===== config.mk =====
export PLATFORM = sky130hd
export DESIGN_NAME = load_store_unit
export DESIGN_NICKNAME = d
export VERILOG_FILES = /design/src/rtl/lsu_pkg.sv /design/src/rtl/lsu_byte_lane.sv /design/src/rtl/load_store_unit.sv
export SDC_FILE = /design/constraint.sdc
export NUM_CORES = 1
export LEC_CHECK = 0
export CORE_AREA = 2 2 205 146
export CTS_CLUSTER_DIAMETER = 60
export DETAILED_ROUTE_END_ITERATION = 8
export DIE_AREA = 0 0 207 148
export PLACE_DENSITY = 0.89
export SLEW_MARGIN = 40
export SYNTH_ARGS = -nofsm -noshare
export SYNTH_HDL_FRONTEND = slang
export SYNTH_SLANG_ARGS = --single-unit

===== constraint.sdc =====
create_clock -name clk -period 8.85 [get_ports clk]
set_input_delay 1.3275 -clock clk [delete_from_list [all_inputs] [get_ports clk]]
set_output_delay 1.3275 -clock clk [all_outputs]
set_load 0.005 [all_outputs]

===== src/rtl/lsu_pkg.sv =====
// Shared definitions for the load/store unit: RV64 size codes, FSM states, default depth
// and the size-alignment rule.
package lsu_pkg;

   localparam logic [2:0] F3_B  = 3'b000;
   localparam logic [2:0] F3_H  = 3'b001;
   localparam logic [2:0] F3_W  = 3'b010;
   localparam logic [2:0] F3_D  = 3'b011;
   localparam logic [2:0] F3_BU = 3'b100;
   localparam logic [2:0] F3_HU = 3'b101;
   localparam logic [2:0] F3_WU = 3'b110;

   localparam int unsigned LSU_DEPTH = 124;

   typedef enum logic [2:0] {
      IDLE,
      LD_REQ,
      LD_WAIT,
      RMW_REQ,
      RMW_WAIT,
      WR
   } lsu_state_e;

   // Size is carried in funct3[1:0] for both signed and unsigned codes.
   function automatic logic is_misaligned(input logic [2:0] funct3, input logic [2:0] off);
      case (funct3[1:0])
         2'b01:   return off[0];
         2'b10:   return |off[1:0];
         2'b11:   return |off;
         default: return 1'b0;
      endcase
   endfunction

endpackage


===== src/rtl/lsu_byte_lane.sv =====
// Byte-lane datapath: extracts and extends a load lane, and merges a partial store into a
// full doubleword for read-modify-write.
module lsu_byte_lane
   import lsu_pkg::*;
(
   input  logic [2:0]  funct3,
   input  logic [2:0]  offset,
   input  logic [63:0] line,
   input  logic [63:0] wdata,
   output logic [63:0] load_data,
   output logic [63:0] merged
);

   logic [5:0]  sh;
   logic [63:0] lane;
   logic [63:0] mask;

   assign sh = {offset, 3'b000};

   always_comb begin
      lane      = line >> sh;
      load_data = lane;
      case (funct3)
         F3_B:    load_data = {{56{lane[7]}}, lane[7:0]};
         F3_H:    load_data = {{48{lane[15]}}, lane[15:0]};
         F3_W:    load_data = {{32{lane[31]}}, lane[31:0]};
         F3_BU:   load_data = {56'd0, lane[7:0]};
         F3_HU:   load_data = {48'd0, lane[15:0]};
         F3_WU:   load_data = {32'd0, lane[31:0]};
         default: load_data = lane;
      endcase
   end

   always_comb begin
      mask = '1;
      case (funct3[1:0])
         2'b00:   mask = 64'h0000_0000_0000_00FF;
         2'b01:   mask = 64'h0000_0000_0000_FFFF;
         2'b10:   mask = 64'h0000_0000_FFFF_FFFF;
         default: mask = '1;
      endcase
      merged = (line & ~(mask << sh)) | ((wdata & mask) << sh);
   end

endmodule


===== src/rtl/load_store_unit.sv =====
// RV64 load/store unit: one request at a time against a doubleword memory with a one-cycle
// registered read port; sub-doubleword stores are done as read-modify-write.
module load_store_unit
   import lsu_pkg::*;
#(
   parameter int unsigned MEM_AW = 48,
   parameter int unsigned DEPTH  = LSU_DEPTH
) (
   input  logic              clk,
   input  logic              rst,
   input  logic              req_valid,
   output logic              req_ready,
   input  logic              req_we,
   input  logic [2:0]        req_funct3,
   input  logic [63:0]       req_addr,
   input  logic [63:0]       req_wdata,
   output logic              resp_valid,
   output logic [63:0]       resp_rdata,
   output logic              resp_misaligned,
   output logic              resp_fault,
   output logic [MEM_AW-1:0] mem_address,
   output logic [63:0]       mem_write_data,
   output logic              mem_write,
   output logic              mem_read,
   input  logic [63:0]       mem_read_data
);

   lsu_state_e        state, state_d;
   logic [MEM_AW-1:0] idx;
   logic              accept, illegal, fault, misaligned;
   logic [2:0]        funct3_q, off_q;
   logic [63:0]       wdata_q;
   logic [63:0]       load_data, merged;
   logic              unused_addr_hi;

   assign idx            = req_addr[MEM_AW+2:3];
   assign unused_addr_hi = ^req_addr[63:MEM_AW+3];
   assign req_ready      = (state == IDLE);
   assign accept         = req_valid && req_ready;
   assign illegal        = req_we ? req_funct3[2] : (req_funct3 == 3'b111);
   assign fault          = illegal || (64'(idx) >= 64'(DEPTH));
   assign misaligned     = is_misaligned(req_funct3, req_addr[2:0]);
   assign mem_read       = (state == LD_REQ) || (state == RMW_REQ);
   assign mem_write      = (state == WR);

   lsu_byte_lane u_byte_lane (
      .funct3    (funct3_q),
      .offset    (off_q),
      .line      (mem_read_data),
      .wdata     (wdata_q),
      .load_data (load_data),
      .merged    (merged)
   );

   always_comb begin
      state_d = state;
      case (state)
         IDLE: begin
            if (accept && !fault && !misaligned) begin
               if (!req_we)                state_d = LD_REQ;
               else if (req_funct3 == F3_D) state_d = WR;
               else                        state_d = RMW_REQ;
            end
         end
         LD_REQ:   state_d = LD_WAIT;
         LD_WAIT:  state_d = IDLE;
         RMW_REQ:  state_d = RMW_WAIT;
         RMW_WAIT: state_d = WR;
         WR:       state_d = IDLE;
         default:  state_d = IDLE;
      endcase
   end

   always_ff @(posedge clk or posedge rst) begin
      if (rst) state <= IDLE;
      else     state <= state_d;
   end

   always_ff @(posedge clk or posedge rst) begin
      if (rst) begin
         resp_valid      <= 1'b0;
         resp_rdata      <= '0;
         resp_misaligned <= 1'b0;
         resp_fault      <= 1'b0;
         mem_address     <= '0;
         mem_write_data  <= '0;
         funct3_q        <= '0;
         off_q           <= '0;
         wdata_q         <= '0;
      end else begin
         resp_valid <= 1'b0;
         case (state)
            IDLE: begin
               if (accept) begin
                  if (fault || misaligned) begin
                     // Rejected without touching memory; fault outranks misalignment.
                     resp_valid      <= 1'b1;
                     resp_rdata      <= '0;
                     resp_fault      <= fault;
                     resp_misaligned <= !fault;
                  end else begin
                     funct3_q    <= req_funct3;
                     off_q       <= req_addr[2:0];
                     wdata_q     <= req_wdata;
                     mem_address <= idx;
                     if (req_we && (req_funct3 == F3_D)) mem_write_data <= req_wdata;
                  end
               end
            end
            LD_WAIT: begin
               resp_valid      <= 1'b1;
               resp_rdata      <= load_data;
               resp_fault      <= 1'b0;
               resp_misaligned <= 1'b0;
            end
            RMW_WAIT: mem_write_data <= merged;
            WR: begin
               resp_valid      <= 1'b1;
               resp_rdata      <= '0;
               resp_fault      <= 1'b0;
               resp_misaligned <= 1'b0;
            end
            default: ;
         endcase
      end
   end

endmodule


==> results of run 1 <==
-- flip-flops by register name, indices dropped and copies added (netlist names) --
name             cells
off_q                3
resp_rdata          64
funct3_q             3
resp_valid           1
mem_address         48
state                3
mem_write_data      64
resp_fault           1
resp_misaligned      1
wdata_q             64
-- layout by cell type (no fill, tap or decap), types with 7 or more instances in the layout --
cell | Yosys | layout
clkdlybuf4s50_1 | 0 | 367
o21ai_0 | 103 | 103
o21ai_1 | 25 | 25
nor2b_1 | 24 | 22
and2_1 | 46 | 47
o2bb2ai_1 | 24 | 24
a21oi_1 | 123 | 123
dfrtp_1 | 252 | 249
nand3_1 | 12 | 11
buf_4 | 3 | 14
a22oi_1 | 17 | 17
clkbuf_16 | 0 | 25
nor4_1 | 9 | 9
a22o_1 | 40 | 40
and3_1 | 9 | 8
a31o_2 | 7 | 7
o22ai_1 | 11 | 11
a21o_1 | 14 | 14
mux2_2 | 11 | 11
nor2_1 | 48 | 48
nand2_1 | 354 | 352
mux2i_1 | 153 | 153
a211oi_1 | 39 | 39
nor3_1 | 23 | 20
a221oi_1 | 30 | 30
-- per-stage QoR --
stage          setup WS [ns]  std cells  util (%)  hold WS, ns
2_1_floorplan          0.594       1545         -        0.438
3_3_place_gp            4.28       2179      61.5        0.451
3_5_place_dp            4.36       2181      61.8        0.458
4_1_cts                 4.91       2223      64.5        0.470
5_1_grt                 4.71       2225      64.6        0.494
6_report                4.87       2225      64.6        0.468
-- area by class of cell --
cell class	instances	area, um2
repair buffers	388	3890
well taps	378	473
multi-input cells	1157	7000
fillers	2333	10100
diodes	1	2.50
clock buffers	37	731
clock inverters	5	50.0
inverters	7	38.8
flip-flops and latches	252	6310
-- kinds of logic (layout without fill, tap and decap cells) --
| group | count (synthesis) | count (layout) |
|---|---|---|
| and+or+nand+nor | 544 | 544 |
| buffers and inverters | 136 | 437 |
| other | 0 | 1 |
| AOI/OAI and AO/OA | 447 | 447 |
| muxes | 166 | 166 |
| DFF | 252 | 252 |
-- report_power, final --
group,switching [W],internal (W)
registers,0.000000399,0.00115
logic,0.000109,0.0000944
clock network,0.000454,0.000595
-- worst paths after layout --
| kind | slack [ns] | start | cells past startpoint | endpoint |
|---|---|---|---|---|
| setup / recovery | 4.87 | mem_read_data[63] | 6 | resp_rdata[58]$_DFFE_PP0P_ |
| hold / removal | 0.47 | mem_address[2]$_DFFE_PP0P_ | 2 | mem_address[2]$_DFFE_PP0P_ |
| setup reg to reg | 4.99 | off_q[1]$_DFFE_PP0P_ | 6 | resp_rdata[58]$_DFFE_PP0P_ |
| hold reg to reg | 0.47 | mem_address[2]$_DFFE_PP0P_ | 2 | mem_address[2]$_DFFE_PP0P_ |
| max in group asynchronous | 6.35 | rst | 3 | resp_rdata[39]$_DFFE_PP0P_ |
| min in group asynchronous | 1.29 | rst | 2 | mem_write_data[8]$_DFFE_PP0P_ |
-- layer usage --
metal / wire length [um] / track usage [%]
met1: 23800 / 52.0
met2: 24200 / 53.4
met3: 6760 / 11.0
met4: 1620 / 9.93
met5: 12 / 0
-- critical path: stages --
cell and delay (ns):
clkdlybuf4s50_1 0.86, mux2i_1 0.22, mux4_2 0.55, o21ai_2 0.57, o21a_2 0.66, a22o_1 0.24
==> impl_metrics.csv, run 1 <==
group,metric,value,unit
synth,yosysSeqAreaShare,45.3,%
timing,setup_viol,0,
power,total_power,0.00241,W
critical_path,crit_path_end_kind,"flip-flop",
synth,syn-cell-area,13900,um2
placed_design,placed_cell_area,17700,um2
clock_network,cts_root_buf,"clkbuf_16",
floorplanning,num_io_pins,381,
clock_network,htree_levels,1,
flow_run,drv_cap,0,
placed_design,detailed_place_hpwl,41800,um
synth,ys_seq_elements,252,
route,dr.pass1.iters,8,
synth,synth_top_family_by_area,"compound AO/OA/AOI/OAI gates",
synth,synth_compound_area_share,20.6,%
route,ant_nets,0,
finish,final_area,18500,um2
synth,netlist_instances,1545,
global_routing,grt_use_total,36.3,%
synth,synth_area_leaders,"dfrtp_1 (45%), mux2i_1 (11%), nand2_1 (9.6%), a21oi_1 (4.4%), o21ai_0 (3.7%)",
synth,synth_mux_area_share,12.2,%
synth,ys_types,54,
synth,synth-async-reset-ratio,100,%
timing,fin_setup_tns,0,ns
clock_network,cts_sinks,252,
clock_network,cts_hold_buf,0,
global_routing,grt_pass1_wl,84400,um
finish,area_growth,33.0,%
synth,synth-edff-count,0,
timing,finalClockSkew,0.0198,ns
critical_path,worstSetupPathType,"in2reg",
timing,relSlewSlack,41.3,%
global_routing,grt_max_degree,131,
finish,drive_gt1_share,5.42,%
timing,worstMarginPinSlew,0.875,ns
timing,fmax,251,MHz
global_routing,grt_pass1_vias,13300,
critical_path,crit_arrival,4.45,ns
finish,nNetsFinal,2030,
synth,synthSimpleGateAreaFrac,17.2,%
clock_network,cts_tree,"done",
timing,rsz0062_at_grt,"no",
floorplanning,initial_core_util,48.6,%
route,via_per_inst,6.13,
clock_network,post_cts_resized,0,
synth,synth_xor_area_share,0,%
synth,synth.largest_area_cell,"dfrtp_1",
power,leakagePower,7.86,nW
critical_path,crit_path_start_kind,"input port",
critical_path,worstPathMaxFanout,32,
synth,synth_top_area_share,45.3,%
clock_network,insertion_delay,0.55,ns
synth,synthAdderAreaFrac,0,%
synth,ys.flop_type,"dfrtp_1",
floorplanning,row_count,52,
run_status,status,"completed",
floorplanning,die_w,207,um
timing,hold_viol,0,
timing,period_needed,3.98,ns
synth,synth_common_cells,"nand2_1 (354), dfrtp_1 (252), mux2i_1 (153), a21oi_1 (123), o21ai_0 (103)",
timing,min_period_over_period,44.9,%
placed_design,io_buffers,367,
route,drtIter0Drc,1494,
synth,synth_nets,1744,
route,via_count,13600,
placed_design,place.gp.congestion,0.947,
global_routing,antenna_found_initial,2,
floorplanning,die_h,148,um
power,power-per-cell-area,130,nW/um2
global_routing,grt_overflow_total,0,
critical_path,cp_data_required_time,9.33,ns
power,ir_worst_vdd,0.000121,V
synth,syn_area_per_cell,9.00,um2
timing,maxSlewViolCount,0,
floorplanning,coreArea,28600,um2
route,routed_wl,56300,um
clock_network,cts_buffers,25,
clock_network,clk_pin_slew,0.06,ns
route,post-route-drc-count,0,
synth,ys.warnings.count,0,
clock_network,cts_setup_buffers,0,
clock_network,cts_buffer_depth,3,
route,wl_per_cell,25.3,um
hold_path,hold_class,"reg2reg",
synth,synth_most_common_cell,"nand2_1",
floorplanning,die_area,30600,um2
Power figures use the tool's default switching activity.
==> run 2, diff against run 1 <==
clock period = 4.1 ns   (was 8.85 ns; I/O delays follow)
==> run 2 against run 1 <==
Effect of this change: non-clock buffer count is 26 higher; critical path depth stayed put; combinational power is 120% higher; power is 120% higher; sequential share of layout area is 0.52 points lower; global-route usage is 0.095 points higher; wire length is 1.1% higher; critical endpoint is now mem_write_data[51]$_DFFE_PP0P_.
==> impl_metrics.csv, run 2 (same netlist as run 1, synthesis figures left out) <==
group,metric,value,unit
route,ant_nets,0,
timing,fmax,313,MHz
clock_network,cts_sinks,252,
clock_network,post_cts_resized,0,
global_routing,top_usage_layer,"met2",
floorplanning,die_w,207,um
clock_network,insertion_delay,0.56,ns
clock_network,cts_tree,"done",
timing,relSlewSlack,44.9,%
power,ir_worst_vdd,0.000282,V
power,leakagePower,8.04,nW
placed_design,io_buffers,367,
clock_network,cts_hold_buf,0,
placed_design,placed_cell_area,17900,um2
timing,period_needed,3.19,ns
clock_network,clk_pin_slew,0.07,ns
finish,final_area,18800,um2
timing,hold_viol,0,
global_routing,grt_pass1_vias,13300,
timing,fin_setup_tns,0,ns
floorplanning,coreArea,28600,um2
critical_path,worstSetupPathType,"reg2reg",
critical_path,crit_slowest_cell,"a221oi_1",
floorplanning,initial_core_util,48.6,%
power,total_power,0.00539,W
power,power-per-cell-area,287,nW/um2
clock_network,cts_buffer_depth,3,
placed_design,place.gp.congestion,0.967,
flow_run,drv_cap,0,
timing,setup_viol,0,
finish,layout_common_cells,"clkdlybuf4s50_1 (367), nand2_1 (353), dfrtp_1 (249), mux2i_1 (153), a21oi_1 (123)",
route,via_per_inst,6.09,
clock_network,htree_levels,1,
placed_design,place_ws,0.613,ns
critical_path,r2r-start,"off_q[1]$_DFFE_PP0P_",
global_routing,grt_pass1_wl,84900,um
critical_path,path_cells,"clkinv_1, nor2_1, a21oi_1, o22a_1, a221oi_1, a21oi_1",
critical_path,crit_arrival,3.60,ns
route,via_count,13700,
timing,rsz0062_at_grt,"no",
route,dr.pass1.iters,7,
critical_path,critPathLaunch,"off_q[1]$_DFFE_PP0P_",
finish,final_common_cell,"clkdlybuf4s50_1",
global_routing,antenna_found_initial,2,
timing,timing.final.ws_setup,0.906,ns
clock_network,cts_buffers,26,
timing,worstMarginPinSlew,0.821,ns
finish,drive_gt1_share,6.87,%
timing,finalClockSkew,0.0227,ns
global_routing,grt_use_met2,54.6,%
route,routed_wl,57000,um
finish,multi_input_area,6990,um2
global_routing,grt_util_met1,52.0,%
finish,area_growth,35.1,%
route,post-route-drc-count,0,
floorplanning,num_io_pins,381,
global_routing,grt_use_total,36.4,%
critical_path,crit_path_start_kind,"flip-flop",
floorplanning,row_count,52,
floorplanning,die_h,148,um
placed_design,detailed_place_hpwl,42900,um
critical_path,worstPathMaxFanout,28,
timing,min_period_over_period,77.9,%
finish,nFillCells,2273,
finish,seqCellArea,6310,um2
clock_network,cts_setup_buffers,0,
floorplanning,die_area,30600,um2
finish,nNetsFinal,2057,
timing,maxSlewViolCount,0,
run_status,status,"completed",
clock_network,cts_root_buf,"clkbuf_16",
hold_path,hold_class,"in2async",
route,wl_per_cell,25.2,um
finish,reg_top3,"mem_write_data x64, resp_rdata x64, wdata_q x64",
global_routing,grt_max_degree,127,
critical_path,worst_path_largest_cell_delay,0.71,ns
critical_path,crit_path_end_kind,"flip-flop",
global_routing,grt_overflow_total,0,
route,drtIter0Drc,1677,
global_routing,met3_usage,10.3,%
critical_path,cp_common_cell,"a21oi_1",
critical_path,cp_data_required_time,4.50,ns
[run 2: cell count changes in the layout (fill, tap and decap cells not counted), sizes merged]
cell / before / now
inv: 6 / 5
clkinvlp: 0 / 2
clkbuf: 37 / 38
bufinv: 1 / 2
buf: 21 / 47
clkinv: 5 / 8
[run 2: worst max-delay path, delay by kind of cell (launching register included)]
kind                   cells  cell delay (ns)
DFF                        1             0.69
AOI/OAI and AO/OA          4             1.27
buffers and inverters      1             0.43
and+or+nand+nor            1             0.64
[run 2: metal layers]
layer | wire [um] | vias up
met5 | 0 | -
met4 | 1610 | 0
met3 | 6190 | 104
met2 | 24600 | 862
met1 | 24500 | 6649
li1 | - | 6119
[run 2: per-stage QoR]
step           util, %  std cells  hold slack [ns]
6_report          65.7       2257            0.447
5_1_grt           65.6       2256            0.466
4_1_cts           65.6       2256            0.459
3_5_place_dp      62.6       2208            0.456
3_3_place_gp      62.5       2208            0.451
2_1_floorplan        -       1545            0.438
[run 2: cell type report]
class                           count  area share (%)
Inverter                            7           0.160
Tap cell                          378            2.52
Multi-Input combinational cell   1157            37.2
Clock inverter                     10           0.606
Timing Repair Buffer              414            21.8
Sequential cell                   252            33.6
Clock buffer                       38            4.08
Antenna cell                        1          0.0133
[run 2: worst paths after layout]
kind	to	slack [ns]	depth (start not counted)
setup / recovery	mem_write_data[51]$_DFFE_PP0P_	0.91	6
hold / removal	wdata_q[25]$_DFFE_PP0P_	0.45	2
setup reg to reg	mem_write_data[51]$_DFFE_PP0P_	0.91	6
hold reg to reg	mem_address[6]$_DFFE_PP0P_	0.47	2
max in group asynchronous	resp_rdata[7]$_DFFE_PP0P_	2.78	3
min in group clk	mem_address[6]$_DFFE_PP0P_	0.47	2
[run 2: power breakdown]
part | leakage [nW] | switching, W | internal (W)
combinational | 4.14 | 0.000239 | 0.000209
sequential | 3.46 | 0.000000865 | 0.00249
clock | 0.435 | 0.00103 | 0.00143
total | 8.04 | 0.00127 | 0.00412
